### src/rtl/text_pkg.sv
// Shared types and constants for the text view reader.
// TEXT_VIEW_READER_CURSOR_MARK_EN widens cell data by one cursor-mark bit.
package text_pkg;

  localparam int unsigned SYMBOL_WIDTH = 7;

  typedef logic [SYMBOL_WIDTH-1:0] symbol_t;

  localparam symbol_t BLANK_CODE = 7'h20;
  localparam symbol_t END_SYMBOL = 7'h00;

`ifdef TEXT_VIEW_READER_CURSOR_MARK_EN
  localparam int unsigned WR_DATA_WIDTH = SYMBOL_WIDTH + 1;
`else
  localparam int unsigned WR_DATA_WIDTH = SYMBOL_WIDTH;
`endif

  typedef enum logic [2:0] {
    ST_IDLE,
    ST_REQ,
    ST_RUN,
    ST_PAD,
    ST_DONE
  } reader_state_e;

endpackage

### src/rtl/text_view_reader_if.sv
// Iteration handshake with the text buffer plus the row-memory write port.
interface text_view_reader_if
  import text_pkg::*;
#(
  parameter int unsigned COLUMNS = 80
);

  localparam int unsigned COL_WIDTH = $clog2(COLUMNS + 1);

  logic                     refresh;
  logic                     busy;
  logic                     done;
  logic                     full_iter_start;
  logic                     iter_en;
  symbol_t                  iter_out;
  logic                     iter_out_valid;
  logic                     cursor_left;
  logic                     cursor_right;
  logic                     wr_en;
  logic [COL_WIDTH-1:0]     wr_addr;
  logic [WR_DATA_WIDTH-1:0] wr_data;
  logic [COL_WIDTH-1:0]     cursor_col;
  logic                     truncated;

  modport master (
    input  refresh, iter_out, iter_out_valid, cursor_left, cursor_right,
    output busy, done, full_iter_start, iter_en,
    output wr_en, wr_addr, wr_data, cursor_col, truncated
  );

  modport slave (
    output refresh, iter_out, iter_out_valid, cursor_left, cursor_right,
    input  busy, done, full_iter_start, iter_en,
    input  wr_en, wr_addr, wr_data, cursor_col, truncated
  );

endinterface

### src/rtl/text_view_reader.sv
// Iterates the text buffer on refresh and writes one padded display row.
// Optional TEXT_VIEW_READER_CURSOR_MARK_EN: mark the cursor cell with the wr_data MSB.
module text_view_reader
  import text_pkg::*;
#(
  parameter int unsigned COLUMNS = 80
) (
  input logic               clk,
  input logic               rst_n,
  text_view_reader_if.master bus
);

  localparam int unsigned COL_WIDTH = $clog2(COLUMNS + 1);
  localparam logic [COL_WIDTH-1:0] MAX_COL  = COL_WIDTH'(COLUMNS);
  localparam logic [COL_WIDTH-1:0] LAST_COL = COL_WIDTH'(COLUMNS - 1);

  reader_state_e            r_state;
  logic [COL_WIDTH-1:0]     r_col;
  logic [COL_WIDTH-1:0]     r_sym_cnt;
  logic                     r_wr_en;
  logic [COL_WIDTH-1:0]     r_wr_addr;
  logic [WR_DATA_WIDTH-1:0] r_wr_data;
  logic [COL_WIDTH-1:0]     r_cursor_col;
  logic                     r_truncated;

  logic                     w_active;
  logic                     w_take;
  logic                     w_end;
  logic                     w_fits;
  logic                     w_fix_now;
  logic [WR_DATA_WIDTH-1:0] w_sym_data;
  logic [WR_DATA_WIDTH-1:0] w_pad_data;
  logic [WR_DATA_WIDTH-1:0] w_fix_data;

  assign w_active = (r_state == ST_REQ) || (r_state == ST_RUN);
  assign w_take   = w_active && bus.iter_out_valid;
  assign w_end    = w_take && (bus.iter_out == END_SYMBOL);
  assign w_fits   = (r_col < MAX_COL);

  // The end marker drops iter_en in its own cycle so the buffer sees no extra advance.
  assign bus.full_iter_start = (r_state == ST_REQ) && !bus.iter_out_valid;
  assign bus.iter_en         = w_active && !w_end;
  assign bus.busy            = (r_state != ST_IDLE);
  assign bus.done            = (r_state == ST_DONE);
  assign bus.wr_en           = r_wr_en;
  assign bus.wr_addr         = r_wr_addr;
  assign bus.wr_data         = r_wr_data;
  assign bus.cursor_col      = r_cursor_col;
  assign bus.truncated       = r_truncated;

`ifdef TEXT_VIEW_READER_CURSOR_MARK_EN
  logic    r_mark_pend;
  logic    r_mark_fix;
  symbol_t r_last_sym;

  // Cursor past the last cell forces a re-write of cell COLUMNS-1 with the mark set.
  assign w_fix_now  = r_mark_fix || (bus.cursor_left && !w_fits);
  assign w_sym_data = {bus.cursor_left, bus.iter_out};
  assign w_pad_data = {r_mark_pend, BLANK_CODE};
  assign w_fix_data = {1'b1, r_last_sym};

  always_ff @(posedge clk or negedge rst_n) begin
    if (!rst_n) begin
      r_mark_pend <= 1'b0;
      r_mark_fix  <= 1'b0;
      r_last_sym  <= '0;
    end else if (r_state == ST_IDLE) begin
      r_mark_pend <= 1'b0;
      r_mark_fix  <= 1'b0;
    end else if (w_take) begin
      if (bus.cursor_left && w_end && w_fits) r_mark_pend <= 1'b1;
      if (bus.cursor_left && !w_fits)         r_mark_fix  <= 1'b1;
      if (!w_end && w_fits)                   r_last_sym  <= bus.iter_out;
    end else if (r_state == ST_PAD) begin
      r_mark_pend <= 1'b0;
    end
  end
`else
  assign w_fix_now  = 1'b0;
  assign w_sym_data = bus.iter_out;
  assign w_pad_data = BLANK_CODE;
  assign w_fix_data = '0;
`endif

  always_ff @(posedge clk or negedge rst_n) begin
    if (!rst_n) begin
      r_state      <= ST_IDLE;
      r_col        <= '0;
      r_sym_cnt    <= '0;
      r_wr_en      <= 1'b0;
      r_wr_addr    <= '0;
      r_wr_data    <= '0;
      r_cursor_col <= '0;
      r_truncated  <= 1'b0;
    end else begin
      r_wr_en <= 1'b0;
      unique case (r_state)
        ST_IDLE: begin
          r_col     <= '0;
          r_sym_cnt <= '0;
          if (bus.refresh) begin
            r_truncated <= 1'b0;
            r_state     <= ST_REQ;
          end
        end
        ST_REQ, ST_RUN: begin
          if (bus.iter_out_valid) begin
            if (bus.cursor_left)
              r_cursor_col <= (r_sym_cnt == MAX_COL) ? LAST_COL : r_sym_cnt;
            if (w_end) begin
              r_state <= (!w_fits && !w_fix_now) ? ST_DONE : ST_PAD;
            end else begin
              r_state <= ST_RUN;
              if (r_sym_cnt != MAX_COL) r_sym_cnt <= r_sym_cnt + COL_WIDTH'(1);
              if (w_fits) begin
                r_wr_en   <= 1'b1;
                r_wr_addr <= r_col;
                r_wr_data <= w_sym_data;
                r_col     <= r_col + COL_WIDTH'(1);
              end else begin
                r_truncated <= 1'b1;
              end
            end
          end
        end
        ST_PAD: begin
          r_wr_en <= 1'b1;
          if (w_fits) begin
            r_wr_addr <= r_col;
            r_wr_data <= w_pad_data;
            r_col     <= r_col + COL_WIDTH'(1);
            if (r_col == LAST_COL) r_state <= ST_DONE;
          end else begin
            r_wr_addr <= LAST_COL;
            r_wr_data <= w_fix_data;
            r_state   <= ST_DONE;
          end
        end
        ST_DONE: r_state <= ST_IDLE;
        default: r_state <= ST_IDLE;
      endcase
    end
  end

  a_cursor_excl: assert property (@(posedge clk) disable iff (!rst_n)
    w_take |-> !(bus.cursor_left && bus.cursor_right));

endmodule

### src/flat_wrapper.sv
// flat-port wrapper written by rule: the top's interface ports become plain ports
module text_view_reader_flat import text_pkg::*;
#(
  parameter int unsigned COLUMNS = 80
)
  (clk, rst_n, bus_refresh, bus_iter_out, bus_iter_out_valid, bus_cursor_left, bus_cursor_right, bus_busy, bus_done, bus_full_iter_start, bus_iter_en, bus_wr_en, bus_wr_addr, bus_wr_data, bus_cursor_col, bus_truncated);
  text_view_reader_if #(.COLUMNS(COLUMNS)) bus_i ();
  input logic clk;
  input logic rst_n;
  input wire logic [$bits(bus_i.refresh)-1:0] bus_refresh;
  input wire logic [$bits(bus_i.iter_out)-1:0] bus_iter_out;
  input wire logic [$bits(bus_i.iter_out_valid)-1:0] bus_iter_out_valid;
  input wire logic [$bits(bus_i.cursor_left)-1:0] bus_cursor_left;
  input wire logic [$bits(bus_i.cursor_right)-1:0] bus_cursor_right;
  output wire logic [$bits(bus_i.busy)-1:0] bus_busy;
  output wire logic [$bits(bus_i.done)-1:0] bus_done;
  output wire logic [$bits(bus_i.full_iter_start)-1:0] bus_full_iter_start;
  output wire logic [$bits(bus_i.iter_en)-1:0] bus_iter_en;
  output wire logic [$bits(bus_i.wr_en)-1:0] bus_wr_en;
  output wire logic [$bits(bus_i.wr_addr)-1:0] bus_wr_addr;
  output wire logic [$bits(bus_i.wr_data)-1:0] bus_wr_data;
  output wire logic [$bits(bus_i.cursor_col)-1:0] bus_cursor_col;
  output wire logic [$bits(bus_i.truncated)-1:0] bus_truncated;
  assign bus_i.refresh = bus_refresh;
  assign bus_i.iter_out = bus_iter_out;
  assign bus_i.iter_out_valid = bus_iter_out_valid;
  assign bus_i.cursor_left = bus_cursor_left;
  assign bus_i.cursor_right = bus_cursor_right;
  assign bus_busy = bus_i.busy;
  assign bus_done = bus_i.done;
  assign bus_full_iter_start = bus_i.full_iter_start;
  assign bus_iter_en = bus_i.iter_en;
  assign bus_wr_en = bus_i.wr_en;
  assign bus_wr_addr = bus_i.wr_addr;
  assign bus_wr_data = bus_i.wr_data;
  assign bus_cursor_col = bus_i.cursor_col;
  assign bus_truncated = bus_i.truncated;
  text_view_reader #(.COLUMNS(COLUMNS)) u_core (.clk(clk), .rst_n(rst_n), .bus(bus_i));
endmodule
### config.mk
export PLATFORM = sky130hd
export DESIGN_NAME = text_view_reader_flat
export DESIGN_NICKNAME = d
export VERILOG_FILES = /design/src/rtl/text_pkg.sv /design/src/rtl/text_view_reader_if.sv /design/src/rtl/text_view_reader.sv /design/src/flat_wrapper.sv
export SDC_FILE = /design/constraint.sdc
export NUM_CORES = 1
export LEC_CHECK = 0
export CORE_MARGIN = 2
export CORE_UTILIZATION = 25
export CTS_BUF_LIST = sky130_fd_sc_hd__clkbuf_8
export DETAILED_ROUTE_END_ITERATION = 10
export GPL_TIMING_DRIVEN = 0
export PLACE_DENSITY_LB_ADDON = 0.08
export SLEW_MARGIN = 20
export SYNTH_ARGS = -nofsm -noshare
export SYNTH_HDL_FRONTEND = slang
export SYNTH_SLANG_ARGS = --single-unit
export TNS_END_PERCENT = 30
### constraint.sdc
create_clock -name clk -period 1.8 [get_ports clk]
set_input_delay 0.27 -clock clk [delete_from_list [all_inputs] [get_ports clk]]
set_output_delay 0.27 -clock clk [all_outputs]
set_load 0.02 [all_outputs]
==> Flow_metrics.wiki <==
{| class="wikitable"
! Metric !! Value
|-
| Status || complete, no violations
|-
| Die area || 8810 µm²
|-
| Fraction of final layout cells sized beyond drive strength 1 || 23.4%
|-
| Number of global-route vias before repair || 1739
|-
| Synth unique cells || 51
|-
| Standard cell area after detailed placement || 2550 µm²
|-
| Slowest stage cell, crit path || dfrtp_2
|-
| Die X || 93.9 µm
|-
| Relative area change from synthesis to final layout || 44.6%
|-
| Number of sinks driven by the clock tree || 40
|-
| Num ports || 40
|-
| Total number of vias || 1801
|-
| Worst Setup Path Type || reg2out
|-
| Vias per cell || 4.80
|-
| Maximum number of buffers from clock root to sink || 2
|-
| Total CTS buffers || 5
|-
| Biggest area consumer among synthesized cells || dfrtp_1
|-
| Number of synthesized register bits || 40
|-
| First-pass GRT wire length || 9.47 mm
|-
| Number of I/O port buffers || 38
|-
| Area of all placed cells without fillers || 2920 µm²
|-
| Xor/xnor share of the synthesized area || 1.73%
|-
| Number of hold-slack violations in the final timing report || 0
|-
| Fill cells || 797
|-
| Worst skew pair latency || 290 ps
|-
| Total gr overflow || 0
|-
| First DRT Iteration DRCs || 58
|-
| Most used standard cells in the synthesized netlist || dfrtp_1 (40), nand2_1 (40), nor2_1 (16)
|-
| Worst slew slack as a fraction of its limit || 67.6%
|-
| Top cell type's share of synthesized area || 49.6%
|-
| DRT antenna net count || 0
|-
| Proportion of synthesized chip area in sequential cells || 49.6%
|-
| Top cells by area, synth || dfrtp_1 (50%), nand2_1 (7.4%), nand3_1 (3.7%)
|-
| Initial standard-cell utilization of the core || 26.0%
|-
| Combined global-route utilization of all metal layers || 13.9%
|-
| Arrival time at the worst endpoint || 1520 ps
|-
| Type of the most critical hold path || in2reg
|-
| Static Leakage || 1.27 nW
|-
| Area inside the core boundary || 7770 µm²
|-
| Slew at the pin with the worst max-slew slack || 483 ps
|-
| Async S/R FF share, synth || 100%
|-
| Fraction of the mapped netlist area in simple logic gates || 25.1%
|-
| Time the final worst path needs with I/O delays and setup || 1790 ps
|-
| Cell Chain, Critical Path || clkbuf_16 -> clkbuf_16 -> nor4b_4 -> buf_4
|-
| Max capacitance violation total || 0
|-
| Number of warnings issued by yosys || 0
|-
| Data required time of the critical path || 1530 ps
|-
| Final-layout setup total negative slack || 0 ps
|-
| Ratio of total power to cell area || 1490 nW/µm²
|-
| Average cell area after synthesis || 9.44 µm²
|-
| Average routed wire per standard cell || 15.2 µm
|-
| Clk slew on worst S/H paths || 80 ps
|-
| Main flop type after synthesis || dfrtp_1
|-
| Number of standard cells after synthesis || 214
|-
| CTS tree || yes
|-
| Post-route DRC violation count || 0
|-
| Weighted congestion at the end of routability-driven global placement || 0.740
|-
| Initial antenna violation count || 0
|-
| Final clock period utilization by the worst path || 99.3%
|-
| Minimum setup slack after placement || -895 ps
|-
| Unrepaired setup endpoints after global routing || yes
|-
| Synthesized-area fraction occupied by ao, oa, aoi and oai cells || 16.1%
|-
| Final setup violation count || 0
|-
| Crit path setup slack, layout || 12.5 ps
|-
| Die boundary height || 93.9 µm
|-
| Clock Root Buffer || clkbuf_8
|-
| Num rows || 32
|-
| Maximum VDD drop || 0.581 mV
|-
| Achievable clock frequency || 0.559 GHz
|-
| Number of nets in the layout || 289
|-
| Delay of the slowest critical-path stage || 420 ps
|-
| H-tree levels || 2
|-
| Most used cell, CP || clkbuf_16
|-
| Detailed Route WL || 5.71 mm
|-
| Final core utilization || 37.6%
|-
| Final setup skew || 3.38 ps
|-
| Startpoint kind of the worst setup timing path || register
|-
| CP endpoint kind || output port
|-
| Post-synth EDFFs || 0
|-
| Number of optimization iterations in the first detailed-route pass || 4
|-
| Cell area after technology mapping || 2020 µm²
|-
| Share of synthesized cell area in full adder, half adder and majority cells || 2.35%
|-
| N_diodes || 0
|-
| Dominant combinational cell family by area after synthesis || simple AND/OR/NAND/NOR gates
|-
| HPWL Detailed || 4.00 mm
|-
| Mux share of post-synthesis cell area || 1.67%
|-
| Pin count of the biggest net entering global routing || 23
|-
| Worst-path fanout max || 10
|-
| Slew Viols, Final || 0
|-
| Number of nets in the synthesized netlist || 230
|}
-- layer usage --
| layer | wire, µm | global-route usage (%) | up-vias |
|---|---|---|---|
| met5 | 0 | 0 | - |
| met4 | 68 | 3.62 | 0 |
| met3 | 237 | 2.73 | 7 |
| met2 | 2550 | 20.0 | 31 |
| met1 | 2860 | 21.1 | 880 |
| li1 | - | - | 883 |
-- critical path, delay by kind of cell, from the launching register on --
kind,cells,cell delay [ps]
buffers and inverters,3,530
AND/OR/NAND/NOR,1,270
flip-flops,1,420
-- cell type report --
type | instances | area (µm²) | area share (%)
Multi-Input combinational cell | 158 | 1090 | 37.5
Sequential cell | 40 | 1010 | 34.4
Timing Repair Buffer | 52 | 494 | 16.9
Tap cell | 102 | 128 | 4.37
Buffer | 8 | 90.1 | 3.08
Clock buffer | 5 | 68.8 | 2.36
Inverter | 8 | 30.0 | 1.03
Clock inverter | 2 | 8.76 | 0.300
-- stage by stage --
| step | instances | total power (W) | hold slack [ps] |
|---|---|---|---|
| CTS | 370 | 0.00413 | 393 |
| detailed placement | 355 | 0.00333 | 264 |
| floorplan | 214 | 0.00253 | -25.6 |
| global route | 375 | 0.00468 | 311 |
| global placement | 354 | 0.00333 | 452 |
| finish | 375 | 0.00435 | 295 |
-- cells by family (layout without fill, tap and decap cells) --
kind of cell    Yosys count  after routing
compound gates           46             46
simple gates            101            101
mux                       3              3
flops                    40             40
xor+xnor                  4              4
fa+ha+maj                 4              4
buf+inv                  16             75
-- worst paths after layout --
check | slack, ps | start | end | cells past startpoint
max | 10 | u_core.r_state[2] | bus_full_iter_start | 4
min | 290 | bus_iter_out[0] | u_core.bus.wr_data[0] | 3
max reg2reg | 70 | u_core.r_state[1] | u_core.bus.wr_addr[0] | 7
min reg2reg | 470 | u_core.bus.wr_data[6] | u_core.bus.wr_data[6] | 2
max in group asynchronous | 840 | rst_n | u_core.r_col[5] | 3
min in group asynchronous | 460 | rst_n | u_core.bus.cursor_col[6] | 2
-- timing repair --
action	in CTS	in global routing
gates resized for setup	45	28
hold buffers	1	0
setup buffers	6	5
hold endpoints to repair	18	0
endpoints found under the setup margin	34	35
pin swaps	5	6
gates cloned	1	0
-- state kept, by name, indices dropped and copies added (netlist names) --
signal / flops
u_core.bus.cursor_col: 7
u_core.bus.truncated: 1
u_core.bus.wr_addr: 7
u_core.bus.wr_data: 7
u_core.bus.wr_en: 1
u_core.r_col: 7
u_core.r_state: 3
u_core.r_sym_cnt: 7
-- placed cells by master, fill, tap and decap left out, drive strengths merged, types with 3 or more instances in the layout --
cell type / instances
dfrtp: 40
nand2: 40
nor2: 17
nand3: 15
a21oi: 6
o31ai: 3
or2: 4
nor3: 4
inv: 9
mux2: 3
nand4: 5
buf: 22
clkdlybuf4s50: 27
o311ai: 5
nand2b: 3
o21ai: 17
ha: 3
clkbuf: 9
xor2: 4
dlygate4sd2: 5
-- report_power, final --
group,switching (W),leakage [nW],internal [W]
clock,0.000318,0.0452,0.000259
sequential,0.000224,0.525,0.00114
combinational,0.00131,0.697,0.00111
total,0.00185,1.27,0.00250
Note: power is estimated with default switching activity, not from simulation.
